--- src/rtl/multi_key_debounce.sv ---
// N-channel active-low key debouncer with 2-FF synchronisers, press/release pulses and key_any strobe.
// Define KEY_LONGPRESS_EN to build per-channel hold counters driving key_long.
module multi_key_debounce #(
  parameter int unsigned N_KEYS           = 4,
  parameter int unsigned DEBOUNCE_CYCLES  = 1_000_000,
  parameter int unsigned LONGPRESS_CYCLES = 50_000_000
) (
  input  logic              sys_clk,
  input  logic              rst_n,
  input  logic [N_KEYS-1:0] key_in,
  output logic [N_KEYS-1:0] key_state,
  output logic [N_KEYS-1:0] key_press,
  output logic [N_KEYS-1:0] key_release,
  output logic [N_KEYS-1:0] key_long,
  output logic              key_any
);

  localparam int unsigned     CNT_W   = $clog2(DEBOUNCE_CYCLES);
  localparam logic [CNT_W-1:0] CNT_MAX = CNT_W'(DEBOUNCE_CYCLES - 1);

  logic [N_KEYS-1:0] sync1;
  logic [N_KEYS-1:0] sync2;
  logic [CNT_W-1:0]  cnt [N_KEYS];
  logic [N_KEYS-1:0] accept;
  logic [N_KEYS-1:0] press_nxt;
  logic [N_KEYS-1:0] release_nxt;

  always_ff @(posedge sys_clk) begin
    if (!rst_n) begin
      sync1 <= '1;
      sync2 <= '1;
    end else begin
      sync1 <= key_in;
      sync2 <= sync1;
    end
  end

  // A channel accepts its new level on the edge where the mismatch has lasted the full count.
  always_comb begin
    accept      = '0;
    press_nxt   = '0;
    release_nxt = '0;
    for (int unsigned i = 0; i < N_KEYS; i++) begin
      accept[i]      = (sync2[i] != key_state[i]) && (cnt[i] == CNT_MAX);
      press_nxt[i]   = accept[i] && !sync2[i];
      release_nxt[i] = accept[i] &&  sync2[i];
    end
  end

  always_ff @(posedge sys_clk) begin
    if (!rst_n) begin
      key_state   <= '1;
      key_press   <= '0;
      key_release <= '0;
      key_any     <= 1'b0;
      for (int unsigned i = 0; i < N_KEYS; i++) begin
        cnt[i] <= '0;
      end
    end else begin
      key_press   <= press_nxt;
      key_release <= release_nxt;
      key_any     <= |press_nxt;
      for (int unsigned i = 0; i < N_KEYS; i++) begin
        if (sync2[i] == key_state[i]) begin
          cnt[i] <= '0;
        end else if (accept[i]) begin
          cnt[i]       <= '0;
          key_state[i] <= sync2[i];
        end else begin
          cnt[i] <= cnt[i] + 1'b1;
        end
      end
    end
  end

`ifdef KEY_LONGPRESS_EN
  localparam int unsigned       HOLD_W   = $clog2(LONGPRESS_CYCLES + 1);
  localparam logic [HOLD_W-1:0] HOLD_MAX = HOLD_W'(LONGPRESS_CYCLES);

  logic [HOLD_W-1:0] hold [N_KEYS];
  logic [N_KEYS-1:0] long_q;

  // Saturation at HOLD_MAX is what limits key_long to one pulse per press.
  always_ff @(posedge sys_clk) begin
    if (!rst_n) begin
      long_q <= '0;
      for (int unsigned i = 0; i < N_KEYS; i++) begin
        hold[i] <= '0;
      end
    end else begin
      for (int unsigned i = 0; i < N_KEYS; i++) begin
        long_q[i] <= 1'b0;
        if (key_state[i]) begin
          hold[i] <= '0;
        end else if (hold[i] != HOLD_MAX) begin
          hold[i]   <= hold[i] + 1'b1;
          long_q[i] <= (hold[i] == HOLD_MAX - 1'b1);
        end
      end
    end
  end

  assign key_long = long_q;
`else
  logic [31:0] unused_longpress_cycles;
  assign unused_longpress_cycles = 32'(LONGPRESS_CYCLES);
  assign key_long = '0;
`endif

endmodule

--- config.mk ---
export PLATFORM = sky130hd
export DESIGN_NAME = multi_key_debounce
export DESIGN_NICKNAME = d
export VERILOG_FILES = /design/src/rtl/multi_key_debounce.sv
export SDC_FILE = /design/constraint.sdc
export NUM_CORES = 1
export LEC_CHECK = 0
export CELL_PAD_IN_SITES_DETAIL_PLACEMENT = 0
export CELL_PAD_IN_SITES_GLOBAL_PLACEMENT = 2
export CORE_MARGIN = 8
export CORE_UTILIZATION = 38
export CTS_BUF_LIST = sky130_fd_sc_hd__clkbuf_8
export DETAILED_ROUTE_END_ITERATION = 8
export PLACE_DENSITY_LB_ADDON = 0.25
export SLEW_MARGIN = 25
export SYNTH_ARGS = -nofsm -noshare
export SYNTH_HDL_FRONTEND = slang
export SYNTH_SLANG_ARGS = --single-unit
--- constraint.sdc ---
create_clock -name sys_clk -period 2.45 [get_ports sys_clk]
set_clock_uncertainty 0.15 [all_clocks]
set_input_delay 0.735 -clock sys_clk [delete_from_list [all_inputs] [get_ports sys_clk]]
set_output_delay 0.735 -clock sys_clk [all_outputs]
set_load 0.01 [all_outputs]
==> out/metrics.csv, run 1 <==
stage,metric,value,unit
setup_path,Critical-path top delay cell,or4_4,
setup_path,CP top delay family,simple AND/OR/NAND/NOR gates,
drt,Routed Antenna Nets,0,
synth,Synth Area per Inst,10.56,sq um
drt,initial DRC count,209,
flow_run,max cap viols,0,
global_routing,initial antenna violation count,0,
setup_path,Worst Path Buf+Inv,1,
sta,RSZ-0062 raised after global routing,yes,
floorplanning,Site Rows,43,
placement,placed cell areas,0.005986,sq mm
cells_and_area,Final #Nets,609,
power_and_ir_drop,clock network fraction of total power,37.4,%
floorplanning,die footprint,0.01780,sq mm
synth,sequential-to-total area share from yosys stat,53.88,%
drt,detailed-route wire length per cell,13.26,um
sta,Max-slew headroom,66.65,%
drt,post-DR vias/cell,4.872,
power_and_ir_drop,logic gate share of total power,4.8,%
worst_hold_path,Hold WC Path Type,flip-flop to flip-flop,
cts,CTS Hold Bufs,0,
sta,minimum clock period,2.390,ns
placement,GPL Wtd Cong,0.7877,
synth,"count leader, synth",edfxtp_1,
synth,Synth warnings,0,
floorplanning,Chip Width,133.4,um
cts,# H-tree levels,3,
drt,DR DRC count,0,
drt,"wirelength, routed",10390,um
floorplanning,I/O Pins,23,
sta,Final Cycle Share,97.56,%
setup_path,crit start category,flip-flop,
drt,Detail Route met3 WL,279,um
cts,Clock Tree Buf Depth,2,
floorplanning,initial core utilization,38.34,%
cells_and_area,Area Growth Syn to Fin,18.99,%
cts,Worst-path clk slew,0.09,ns
synth,share of the synthesized area in the top cell type,45.86,%
global_routing,global route overflow,0,
sta,max-slew violation count,0,
setup_path,Crit path largest cell delay,0.59,ns
power_and_ir_drop,switching share of power,21.38,%
power_and_ir_drop,P_leak,2.215,nW
global_routing,largest net degree at the start of global routing,26,
setup_path,Worst Setup Path Type,flip-flop to flip-flop,
power_and_ir_drop,PwrDens,546.3,mW/mm^2
drt,via count,3820,
cells_and_area,share of cells above drive strength 1,7.781,%
cts,TritonCTS Buffers,9,
global_routing,all-layer global routing usage,12.03,%
cts,setup repair bufs after CTS,0,
power_and_ir_drop,Pint,2.677,mW
cts,CTS root buf,clkbuf_8,
setup_path,crit path DAT,2.37,ns
setup_path,worst path cell trace,or4b_4 > or4_4 > o221ai_4 > buf_12 > nor2_1,
cells_and_area,n_diodes,0,
cells_and_area,"non-filler cells, final",784,
synth,"top cells by count, synth","80 x edfxtp_1, 61 x nor2_1, 39 x xor2_1",
sta,Hold Fails Final Rpt,0,
synth,synthesized cell area,0.005239,sq mm
synth,Async SR Flop Fraction,0,%
drt,metal2 WL,4783,um
drt,DRT Pass-1 Iters,4,
sta,hold slack,0.2656,ns
global_routing,first-pass GRT wire length,17530,um
sta,Final WS setup,0.05979,ns
cells_and_area,fin area,0.006233,sq mm
cells_and_area,post-layout util,45.61,%
floorplanning,Chip Height,133.4,um
synth,Main synth FF type,edfxtp_1,
sta,Slew @ Worst Pin,0.4933,ns
placement,port bufs,18,
synth,Yosys reg bits,101,
sta,Final Setup Violations,0,
placement,placed cells,768,
status,outcome,completed,
synth,"EDFF count, synth",80,
power_and_ir_drop,maximum ir drop on the vdd rail,0.3190,mV
setup_path,Critical Path Sink Type,flip-flop,
synth,cell taking the most area after synthesis,edfxtp_1,
drt,wire length on met1,5128,um
setup_path,CP max FO,20,
power_and_ir_drop,net load switching power,0.7282,mW
placement,HPWL Detailed,7547,um
cts,CTS tree,done,
cts,CTS sink count,101,
cts,post-cts resize count,0,
global_routing,vias in the first global route,3703,
setup_path,Crit path required time,2.43,ns
cts,worst skew pair latency,0.37,ns
drt,highest metal used,met4,
synth,"top cells by area, synth","edfxtp_1 46%, dfxtp_1 8.0%, xor2_1 6.5%, nor2_1 4.4%, nand4_1 3.6%",
floorplanning,CORE AREA,0.01367,sq mm
cells_and_area,# fillers,1364,
power_and_ir_drop,Flop pwr share,57.8,%
sta,fmax,418.4,MHz
synth,Cells after Synth,496,
synth,synth unique cells,45,
placement,pre-CTS setup slack,0.05941,ns
## area by class of cell
cell class / count / area [sq um] / area share (%)
multi-input combinational: 442 / 2542 / 40.79
tap: 180 / 225.2 / 3.613
sequential: 101 / 2823 / 45.28
timing repair buffer: 37 / 372.9 / 5.982
inverter: 8 / 30.03 / 0.4817
clock inverter: 6 / 102.6 / 1.646
clock buffer: 10 / 137.6 / 2.208
## cells by family (layout without fill, tap and decap cells)
logic type | count (synthesis) | count (layout) | synth area share [%]
simple gates | 247 | 247 | 26.30
flops | 101 | 101 | 53.88
compound gates | 58 | 58 | 6.927
xor+xnor | 49 | 49 | 8.192
buf+inv | 35 | 61 | 3.606
fa+ha+maj | 4 | 4 | 0.9554
other cells | 2 | 84 | 0.1434
## stage by stage
step	power, mW	TNS (ns)
2_1_floorplan	2.109	0
3_3_place_gp	2.161	0
3_5_place_dp	2.167	0
4_1_cts	3.450	0
5_1_grt	3.532	-0.01359
6_report	3.406	0
## worst reg2reg max path: cells and delay by family, from the launching register on
kind | cells | cell delay, ns
buf+inv | 1 | 0.20
compound gates | 1 | 0.20
simple gates | 3 | 1.19
flops | 1 | 0.43
## sequential cells by signal, summed over array words and instances (netlist names)
signal	flops
key_any	1
cnt	80
key_state	4
key_release	4
key_press	4
sync1	4
sync2	4
## final timing paths
kind / start / end / slack [ns] / cells after the start
worst min-delay path: sync1[0]$_SDFF_PN1_ / sync2[0]$_SDFF_PN1_ / 0.27 / 1
worst max-delay path: cnt[1][15]$_SDFFCE_PN0P_ / cnt[1][7]$_SDFFCE_PN0P_ / 0.06 / 5
worst min register to register: sync1[0]$_SDFF_PN1_ / sync2[0]$_SDFF_PN1_ / 0.27 / 1
worst max register to register: cnt[1][15]$_SDFFCE_PN0P_ / cnt[1][7]$_SDFFCE_PN0P_ / 0.06 / 5
## per-layer routing
layer	vias to the layer above	global-route usage (%)
li1	1961	-
met5	-	0
met2	40	19.21
met1	1806	15.51
met3	13	2.259
met4	0	5.427
## power by group through the flow
stage | combinational [mW] | clock [mW] | sequential, mW
finish | 0.165 | 1.27 | 1.97
global route | 0.187 | 1.37 | 1.98
CTS | 0.162 | 1.32 | 1.97
detailed placement | 0.161 | 0 | 2.01
global placement | 0.159 | 0 | 2.00
floorplan | 0.117 | 0 | 1.99
## cell usage in the layout, fill, tap and decap left out, types with 11 or more instances in the layout
cell             netlist  final
conb_1                 2     84
edfxtp_1              80     80
nor2_1                61     61
xor2_1                39     39
nand3_1               31     31
nand4_1               30     30
nand2_1               25     25
a21oi_1               23     22
dfxtp_1               21     21
and3_1                19     19
clkdlybuf4s50_1        0     18
o21ai_0               16     16
buf_4                  4     15
or4_1                 13     13
and4_1                11     11
and2_1                11     11
o31ai_1               11     11
No activity file was read; power rests on OpenSTA's default activity.
==> inputs of run 2 (changes only) <==
--- a/config.mk
+++ b/config.mk
@@ -8,9 +8,10 @@
 export CELL_PAD_IN_SITES_DETAIL_PLACEMENT = 0
 export CELL_PAD_IN_SITES_GLOBAL_PLACEMENT = 2
 export CORE_MARGIN = 8
-export CORE_UTILIZATION = 38
+export CORE_UTILIZATION = 40
 export CTS_BUF_LIST = sky130_fd_sc_hd__clkbuf_8
 export DETAILED_ROUTE_END_ITERATION = 8
+export DONT_BUFFER_PORTS = 1
 export PLACE_DENSITY_LB_ADDON = 0.25
 export SLEW_MARGIN = 25
 export SYNTH_ARGS = -nofsm -noshare
==> run 2 against run 1 <==
Clock power down 26%. Flip-flop and latch count unchanged. Cell count down 2.7%. Count of clock-buffer cells in the layout unchanged. Utilization down 0.060 points. Final area down 4.8%. Die area down 4.4%. Register-to-register slack better by 0.03 ns. Critical path type unchanged. Critical endpoint is now cnt[1][12]$_SDFFCE_PN0P_. Largest cell class unchanged.
==> out/metrics.csv, run 2 (synthesized netlist as in run 1, its figures left out) <==
stage,metric,value,unit,change
cells_and_area,Final #Nets,592,,was 609
global_routing,vias in the first global route,3688,,was 3703
placement,placed cell areas,0.005763,sq mm,was 0.005986 sq mm
sta,fmax,422.9,MHz,was 418.4 MHz
cts,CTS root buf,clkbuf_8,,unchanged
setup_path,Worst Path Buf+Inv,1,,unchanged
sta,Hold Fails Final Rpt,0,,unchanged
cts,Clock Tree Buf Depth,2,,unchanged
sta,max-slew violation count,0,,unchanged
drt,initial DRC count,186,,was 209
setup_path,Critical Path Sink Type,flip-flop,,unchanged
sta,Slew @ Worst Pin,0.5282,ns,was 0.4933 ns
cells_and_area,most frequent cells in the layout,"84 x conb_1, 80 x edfxtp_1, 61 x nor2_1, 39 x xor2_1, 31 x nand3_1",,unchanged
global_routing,all-layer global routing usage,12.80,%,was 12.03%
setup_path,crit path from,cnt[1][15]$_SDFFCE_PN0P_,,unchanged
placement,port bufs,0,,was 18
power_and_ir_drop,PwrDens,513.8,mW/mm^2,was 546.3 mW/mm^2
cells_and_area,share of cells above drive strength 1,7.666,%,was 7.781%
drt,DR DRC count,0,,unchanged
cells_and_area,# fillers,1308,,was 1364
cells_and_area,"commonest non-fill, non-tap cell in the layout",conb_1,,unchanged
setup_path,Crit path largest cell delay,0.59,ns,about the same
cells_and_area,Area Growth Syn to Fin,13.33,%,was 18.99%
floorplanning,Chip Height,130.4,um,was 133.4 um
setup_path,worst path cell trace,or4b_1 > or4_4 > o221ai_4 > buf_12 > nor2_1,,was or4b_4 > or4_4 > o221ai_4 > buf_12 > nor2_1
worst_hold_path,Hold Path Cell Cnt,1,,unchanged
global_routing,largest net degree at the start of global routing,26,,unchanged
setup_path,worst r2r src,cnt[1][15]$_SDFFCE_PN0P_,,unchanged
sta,Final Cycle Share,96.51,%,was 97.56%
drt,DRT Pass-1 Iters,4,,unchanged
setup_path,Crit path required time,2.43,ns,about the same
setup_path,Critical-path top delay cell,or4_4,,unchanged
cells_and_area,"Most flops, register",cnt,,unchanged
placement,pre-CTS setup slack,0.07629,ns,was 0.05941 ns
flow_run,max cap viols,0,,unchanged
setup_path,CP max FO,20,,unchanged
floorplanning,Chip Width,130.4,um,was 133.4 um
cts,CTS tree,done,,unchanged
cells_and_area,"non-filler cells, final",763,,was 784
cts,# H-tree levels,3,,unchanged
setup_path,CP top delay family,simple AND/OR/NAND/NOR gates,,unchanged
global_routing,global route overflow,0,,unchanged
floorplanning,initial core utilization,40.20,%,was 38.34%
power_and_ir_drop,P_leak,2.105,nW,was 2.215 nW
global_routing,initial antenna violation count,0,,unchanged
cells_and_area,Largest register FFs,80,,unchanged
cells_and_area,post-layout util,45.55,%,was 45.61%
sta,minimum clock period,2.365,ns,was 2.390 ns
setup_path,r2r setup slk,0.09,ns,was 0.06 ns
floorplanning,I/O Pins,23,,unchanged
sta,sum of negative setup slack,0,ns,unchanged
setup_path,crit start category,flip-flop,,unchanged
drt,post-DR vias/cell,4.948,,was 4.872
sta,RSZ-0062 raised after global routing,yes,,unchanged
floorplanning,die footprint,0.01701,sq mm,was 0.01780 sq mm
drt,detailed-route wire length per cell,13.30,um,was 13.26 um
setup_path,crit path DAT,2.34,ns,was 2.37 ns
cts,CTS sink count,101,,unchanged
cts,TritonCTS Buffers,9,,unchanged
placement,GPL Wtd Cong,0.7599,,was 0.7877
sta,Final Setup Violations,0,,unchanged
drt,via count,3775,,was 3820
drt,Routed Antenna Nets,0,,unchanged
drt,"wirelength, routed",10150,um,was 10390 um
setup_path,Worst R2R End,cnt[1][12]$_SDFFCE_PN0P_,,was cnt[1][7]$_SDFFCE_PN0P_
cells_and_area,fin area,0.005937,sq mm,was 0.006233 sq mm
sta,Max-slew headroom,64.29,%,was 66.65%
placement,HPWL Detailed,7095,um,was 7547 um
cells_and_area,n_diodes,0,,unchanged
setup_path,Crit path depth,5,,unchanged
cts,Worst-path clk slew,0.10,ns,was 0.09 ns
power_and_ir_drop,maximum ir drop on the vdd rail,0.3088,mV,was 0.3190 mV
setup_path,Worst Setup Path Type,flip-flop to flip-flop,,unchanged
setup_path,R2R depth,5,,unchanged
global_routing,first-pass GRT wire length,17220,um,was 17530 um
placement,placed cells,746,,was 768
status,outcome,completed,,unchanged
floorplanning,Site Rows,42,,was 43
cts,worst skew pair latency,0.37,ns,about the same
sta,Final WS setup,0.08544,ns,was 0.05979 ns
worst_hold_path,Hold WC Path Type,primary input to flip-flop,,was flip-flop to flip-flop
cts,CTS Hold Bufs,0,,unchanged
setup_path,crit path to,cnt[1][12]$_SDFFCE_PN0P_,,was cnt[1][7]$_SDFFCE_PN0P_
floorplanning,CORE AREA,0.01303,sq mm,was 0.01367 sq mm
==> run 2: cell types whose count changed in the layout (fill, tap and decap cells not counted), sizes merged <==
cell,change
buf,+1
clkdlybuf4s50,-18
clkinv,+1
inv,+2
bufinv,-3
==> run 2: metal layers <==
metal / global-route usage (%) / vias to the layer above / wire length (um)
li1: - / 1925 / -
met1: 15.95 / 1789 / 4852
met2: 20.78 / 45 / 4710
met3: 2.476 / 16 / 350
met4: 6.617 / 0 / 233
met5: 0 / - / 0
==> run 2: where the power goes <==
| part | total [mW] | internal (mW) | switching (mW) |
|---|---|---|---|
| clock | 0.940 | 0.381 | 0.559 |
| combinational | 0.144 | 0.0578 | 0.0862 |
| sequential | 1.97 | 1.91 | 0.0576 |
==> run 2: per-stage QoR <==
step | hold slack, ns | total power, mW
floorplan | 0.2363 | 2.109
global placement | 0.2952 | 2.142
detailed placement | 0.2918 | 2.146
CTS | 0.2626 | 3.110
global route | 0.2715 | 3.186
finish | 0.2924 | 3.051
==> run 2: worst min-delay path by stage <==
stage	start	to
after floorplan	sync1[0]$_SDFF_PN1_	sync2[0]$_SDFF_PN1_
after CTS	rst_n	sync2[3]$_SDFF_PN1_
after global placement	sync1[3]$_SDFF_PN1_	sync2[3]$_SDFF_PN1_
final	rst_n	sync1[0]$_SDFF_PN1_
after global routing	rst_n	sync2[3]$_SDFF_PN1_
after detailed placement	sync1[3]$_SDFF_PN1_	sync2[3]$_SDFF_PN1_
==> run 2: final cells by class <==
| cell class | instances | area, sq um | share of cell area, % |
|---|---|---|---|
| clock buffers | 10 | 137.6 | 2.318 |
| clock inverters | 6 | 25.02 | 0.4215 |
| inverters | 8 | 30.03 | 0.5058 |
| multi-input cells | 442 | 2539 | 42.76 |
| flip-flops and latches | 101 | 2823 | 47.54 |
| well taps | 176 | 220.2 | 3.709 |
| repair buffers | 20 | 162.7 | 2.740 |
==> run 2: timing repair <==
action	4_1_cts	5_1_grt
setup endpoints to repair	0	20
resized for setup	0	1
hold endpoints to repair	0	0
setup buffers	0	1
==> inputs of run 3 (changes only) <==
--- a/config.mk
+++ b/config.mk
@@ -5,13 +5,15 @@
 export SDC_FILE = /design/constraint.sdc
 export NUM_CORES = 1
 export LEC_CHECK = 0
+export ABC_AREA = 1
 export CELL_PAD_IN_SITES_DETAIL_PLACEMENT = 0
 export CELL_PAD_IN_SITES_GLOBAL_PLACEMENT = 2
 export CORE_MARGIN = 8
-export CORE_UTILIZATION = 40
+export CORE_UTILIZATION = 37
 export CTS_BUF_LIST = sky130_fd_sc_hd__clkbuf_8
 export DETAILED_ROUTE_END_ITERATION = 8
 export DONT_BUFFER_PORTS = 1
+export MAX_ROUTING_LAYER = met4
 export PLACE_DENSITY_LB_ADDON = 0.25
 export SLEW_MARGIN = 25
 export SYNTH_ARGS = -nofsm -noshare
==> run 3 against run 2 <==
First-iteration DRC count grew 21%. Utilization shrank 3.5 points. Cell count up 26%. Fmax increased by 15%. Wire length up 16%. Register-to-register slack better by 0.31 ns. Clock power is 12% higher. Total power up 4.6%. Synthesized cell count grew 38%. Flip-flop and latch count is the same. Highest routed layer unchanged.
==> out/metrics.csv, run 3 <==
stage,metric,value,unit,change
cells_and_area,share of cells above drive strength 1,8.129,%,was 7.666%
placement,GPL Wtd Cong,0.8006,,was 0.7599
setup_path,most frequent CP cell,nand2_1,,
drt,DRT Pass-1 Iters,5,,was 4
sta,sum of negative setup slack,0,ns,unchanged
global_routing,GRT met1 Usage,16.27,%,was 15.95%
cts,post-cts resize count,0,,unchanged
cts,CTS tree,done,,unchanged
floorplanning,I/O Pins,23,,unchanged
floorplanning,Site Rows,45,,was 42
global_routing,M2 GR Usage,19.58,%,was 20.78%
placement,port bufs,0,,unchanged
sta,Final Cycle Share,83.80,%,was 96.51%
cells_and_area,n_diodes,0,,unchanged
worst_hold_path,Hold Path Cell Cnt,1,,unchanged
synth,Yosys reg bits,101,,unchanged
cells_and_area,Area Growth Syn to Fin,11.62,%,was 13.33%
worst_hold_path,hold path start,sync1[2]$_SDFF_PN1_,,was rst_n
sta,Hold Fails Final Rpt,0,,unchanged
floorplanning,Chip Width,140.0,um,was 130.4 um
synth,cell taking the most area after synthesis,edfxtp_1,,unchanged
cells_and_area,"Most flops, register",cnt,,unchanged
drt,DR DRC count,0,,unchanged
cells_and_area,"non-filler cells, final",963,,was 763
sta,Final Setup Violations,0,,unchanged
drt,via count,4395,,was 3775
setup_path,worst r2r src,cnt[2][0]$_SDFFCE_PN0P_,,was cnt[1][15]$_SDFFCE_PN0P_
cts,TritonCTS Buffers,9,,unchanged
flow_run,max cap viols,0,,unchanged
cts,CTS Hold Bufs,0,,unchanged
sta,RSZ-0062 raised after global routing,no,,was yes
setup_path,crit start category,flip-flop,,unchanged
setup_path,Worst R2R End,cnt[2][15]$_SDFFCE_PN0P_,,was cnt[1][12]$_SDFFCE_PN0P_
drt,post-DR vias/cell,4.564,,was 4.948
synth,"count leader, synth",nand2_1,,was edfxtp_1
synth,sequential-to-total area share from yosys stat,49.65,%,was 53.88%
placement,placed cells,947,,was 746
global_routing,grt met3 use,2.446,%,was 2.476%
setup_path,CP max FO,20,,unchanged
cts,CTS sink count,101,,unchanged
worst_hold_path,WHS Endpoint,sync2[2]$_SDFF_PN1_,,was sync1[0]$_SDFF_PN1_
cells_and_area,Largest register FFs,80,,unchanged
cts,Worst-path clk slew,0.10,ns,about the same
cells_and_area,most frequent cells in the layout,"155 x nand2_1, 124 x nor2_1, 84 x conb_1, 80 x edfxtp_1, 76 x inv_1",,"was 84 x conb_1, 80 x edfxtp_1, 61 x nor2_1, 39 x xor2_1, 31 x nand3_1"
cells_and_area,Final #Nets,780,,was 592
worst_hold_path,Hold WC Path Type,flip-flop to flip-flop,,was primary input to flip-flop
power_and_ir_drop,P_leak,2.474,nW,was 2.105 nW
cts,setup repair bufs after CTS,0,,unchanged
sta,fmax,487.1,MHz,was 422.9 MHz
floorplanning,CORE AREA,0.01509,sq mm,was 0.01303 sq mm
setup_path,Worst Setup Path Type,flip-flop to flip-flop,,unchanged
placement,HPWL Detailed,8964,um,was 7095 um
setup_path,Crit path largest cell delay,0.43,ns,was 0.59 ns
global_routing,vias in the first global route,4115,,was 3688
drt,"wirelength, routed",11820,um,was 10150 um
synth,synth unique cells,33,,was 45
cts,# H-tree levels,3,,unchanged
floorplanning,Chip Height,140.0,um,was 130.4 um
synth,Async SR Flop Fraction,0,%,unchanged
sta,minimum clock period,2.053,ns,was 2.365 ns
global_routing,all-layer global routing usage,12.76,%,was 12.80%
setup_path,r2r setup slk,0.40,ns,was 0.09 ns
global_routing,"Most Used Layer, Global Route",met2,,unchanged
synth,"top cells by count, synth","155 x nand2_1, 124 x nor2_1, 80 x edfxtp_1",,"was 80 x edfxtp_1, 61 x nor2_1, 39 x xor2_1"
power_and_ir_drop,PwrDens,502.8,mW/mm^2,was 513.8 mW/mm^2
synth,share of the synthesized area in the top cell type,42.25,%,was 45.86%
setup_path,R2R depth,8,,was 5
synth,Synth warnings,0,,unchanged
global_routing,initial antenna violation count,0,,unchanged
cts,Clock Tree Buf Depth,2,,unchanged
drt,Routed Antenna Nets,0,,unchanged
global_routing,first-pass GRT wire length,19620,um,was 17220 um
floorplanning,die footprint,0.01959,sq mm,was 0.01701 sq mm
global_routing,global route overflow,0,,unchanged
floorplanning,initial core utilization,37.68,%,was 40.20%
synth,Cells after Synth,686,,was 496
synth,"EDFF count, synth",80,,unchanged
cells_and_area,"commonest non-fill, non-tap cell in the layout",nand2_1,,was conb_1
power_and_ir_drop,maximum ir drop on the vdd rail,0.2153,mV,was 0.3088 mV
global_routing,largest net degree at the start of global routing,21,,was 26
status,outcome,completed,,unchanged
sta,max-slew violation count,0,,unchanged
drt,detailed-route wire length per cell,12.27,um,was 13.30 um
cts,CTS root buf,clkbuf_8,,unchanged
setup_path,Crit path required time,2.43,ns,about the same
setup_path,worst path cell trace,ha_1 > nand2_1 > nor2_4 > nand2_1 > nor2_2 > nand2_2 > nand3_2 > nor2_1,,was or4b_1 > or4_4 > o221ai_4 > buf_12 > nor2_1
setup_path,crit path DAT,2.04,ns,was 2.34 ns
drt,initial DRC count,225,,was 186
synth,Main synth FF type,edfxtp_1,,unchanged
setup_path,Critical-path top delay cell,edfxtp_1,,was or4_4
setup_path,Critical Path Sink Type,flip-flop,,unchanged
cts,worst skew pair latency,0.38,ns,was 0.37 ns
synth,Synth Area per Inst,8.288,sq um,was 10.56 sq um
synth,"top cells by area, synth","edfxtp_1 42%, nand2_1 10%, nor2_1 8.2%, dfxtp_1 7.4%, inv_1 4.8%",,"was edfxtp_1 46%, dfxtp_1 8.0%, xor2_1 6.5%, nor2_1 4.4%, nand4_1 3.6%"
synth,synthesized cell area,0.005685,sq mm,was 0.005239 sq mm
cells_and_area,post-layout util,42.06,%,was 45.55%
## run 3: changes by cell type in the layout (fill, tap and decap cells not counted), moves of 14 or more
cell     change
nor3_1      +20
nand2_1    +130
inv_1       +64
nor2_1      +63
buf_4       -14
and3_1      -18
## run 3: kinds of logic (layout without fill, tap and decap cells)
group / count (synthesis) / count (layout) / share of synthesized area (%)
buffers and inverters: 89 / 96 / 6.734
AOI/OAI and AO/OA: 50 / 50 / 4.533
DFF: 101 / 101 / 49.65
other: 2 / 84 / 0.1321
xor gates and xnor gates: 30 / 30 / 4.622
adders and majority gates: 4 / 4 / 0.8803
and+or+nand+nor: 410 / 410 / 33.45
## run 3: critical path: cells and delay by family, from the launching register on
family	cells	cell delay (ns)
fa+ha+maj	1	0.19
simple gates	7	1.03
flops	1	0.43
## run 3: how the worst max path moves through the flow
| stage | slack (ns) | from | to |
|---|---|---|---|
| final | 0.40 | cnt[2][0]$_SDFFCE_PN0P_ | cnt[2][15]$_SDFFCE_PN0P_ |
| after global routing | 0.19 | cnt[2][0]$_SDFFCE_PN0P_ | cnt[2][14]$_SDFFCE_PN0P_ |
| after CTS | 0.36 | cnt[2][0]$_SDFFCE_PN0P_ | cnt[2][6]$_SDFFCE_PN0P_ |
| after detailed placement | 0.39 | cnt[2][0]$_SDFFCE_PN0P_ | cnt[2][16]$_SDFFCE_PN0P_ |
| after global placement | 0.42 | cnt[2][0]$_SDFFCE_PN0P_ | cnt[2][15]$_SDFFCE_PN0P_ |
| after floorplan | 0.71 | cnt[1][0]$_SDFFCE_PN0P_ | cnt[1][16]$_SDFFCE_PN0P_ |
## run 3: cell type report
cell class	instances	area, sq um
clock inverters	4	16.27
multi-input cells	578	2788
clock buffers	12	165.2
repair buffers	5	37.54
fillers	1582	8743
inverters	75	281.5
well taps	188	235.2
flip-flops and latches	101	2823
## run 3: power by group
part,leakage [nW],internal (mW),total (mW),switching (mW)
Clock,0.106,0.443,1.05,0.610
Sequential,0.997,1.91,1.97,0.0597
Combinational,1.37,0.0505,0.168,0.118
## run 3: metrics by stage
step | total power, mW | setup WS [ns] | hold slack [ns] | instance area [sq um]
after floorplan | 2.137 | 0.7062 | 0.2425 | 5993
after global placement | 2.172 | 0.4233 | 0.2458 | 6165
after detailed placement | 2.174 | 0.3882 | 0.2493 | 6165
after CTS | 3.233 | 0.3626 | 0.2623 | 6346
after global routing | 3.334 | 0.1906 | 0.2703 | 6346
final | 3.191 | 0.3970 | 0.2727 | 6346
## run 3: routing by layer
metal	up-vias	wire length [um]
met5	-	0
met4	0	199
met3	15	326
met2	52	5310
met1	2001	5982
li1	2327	-
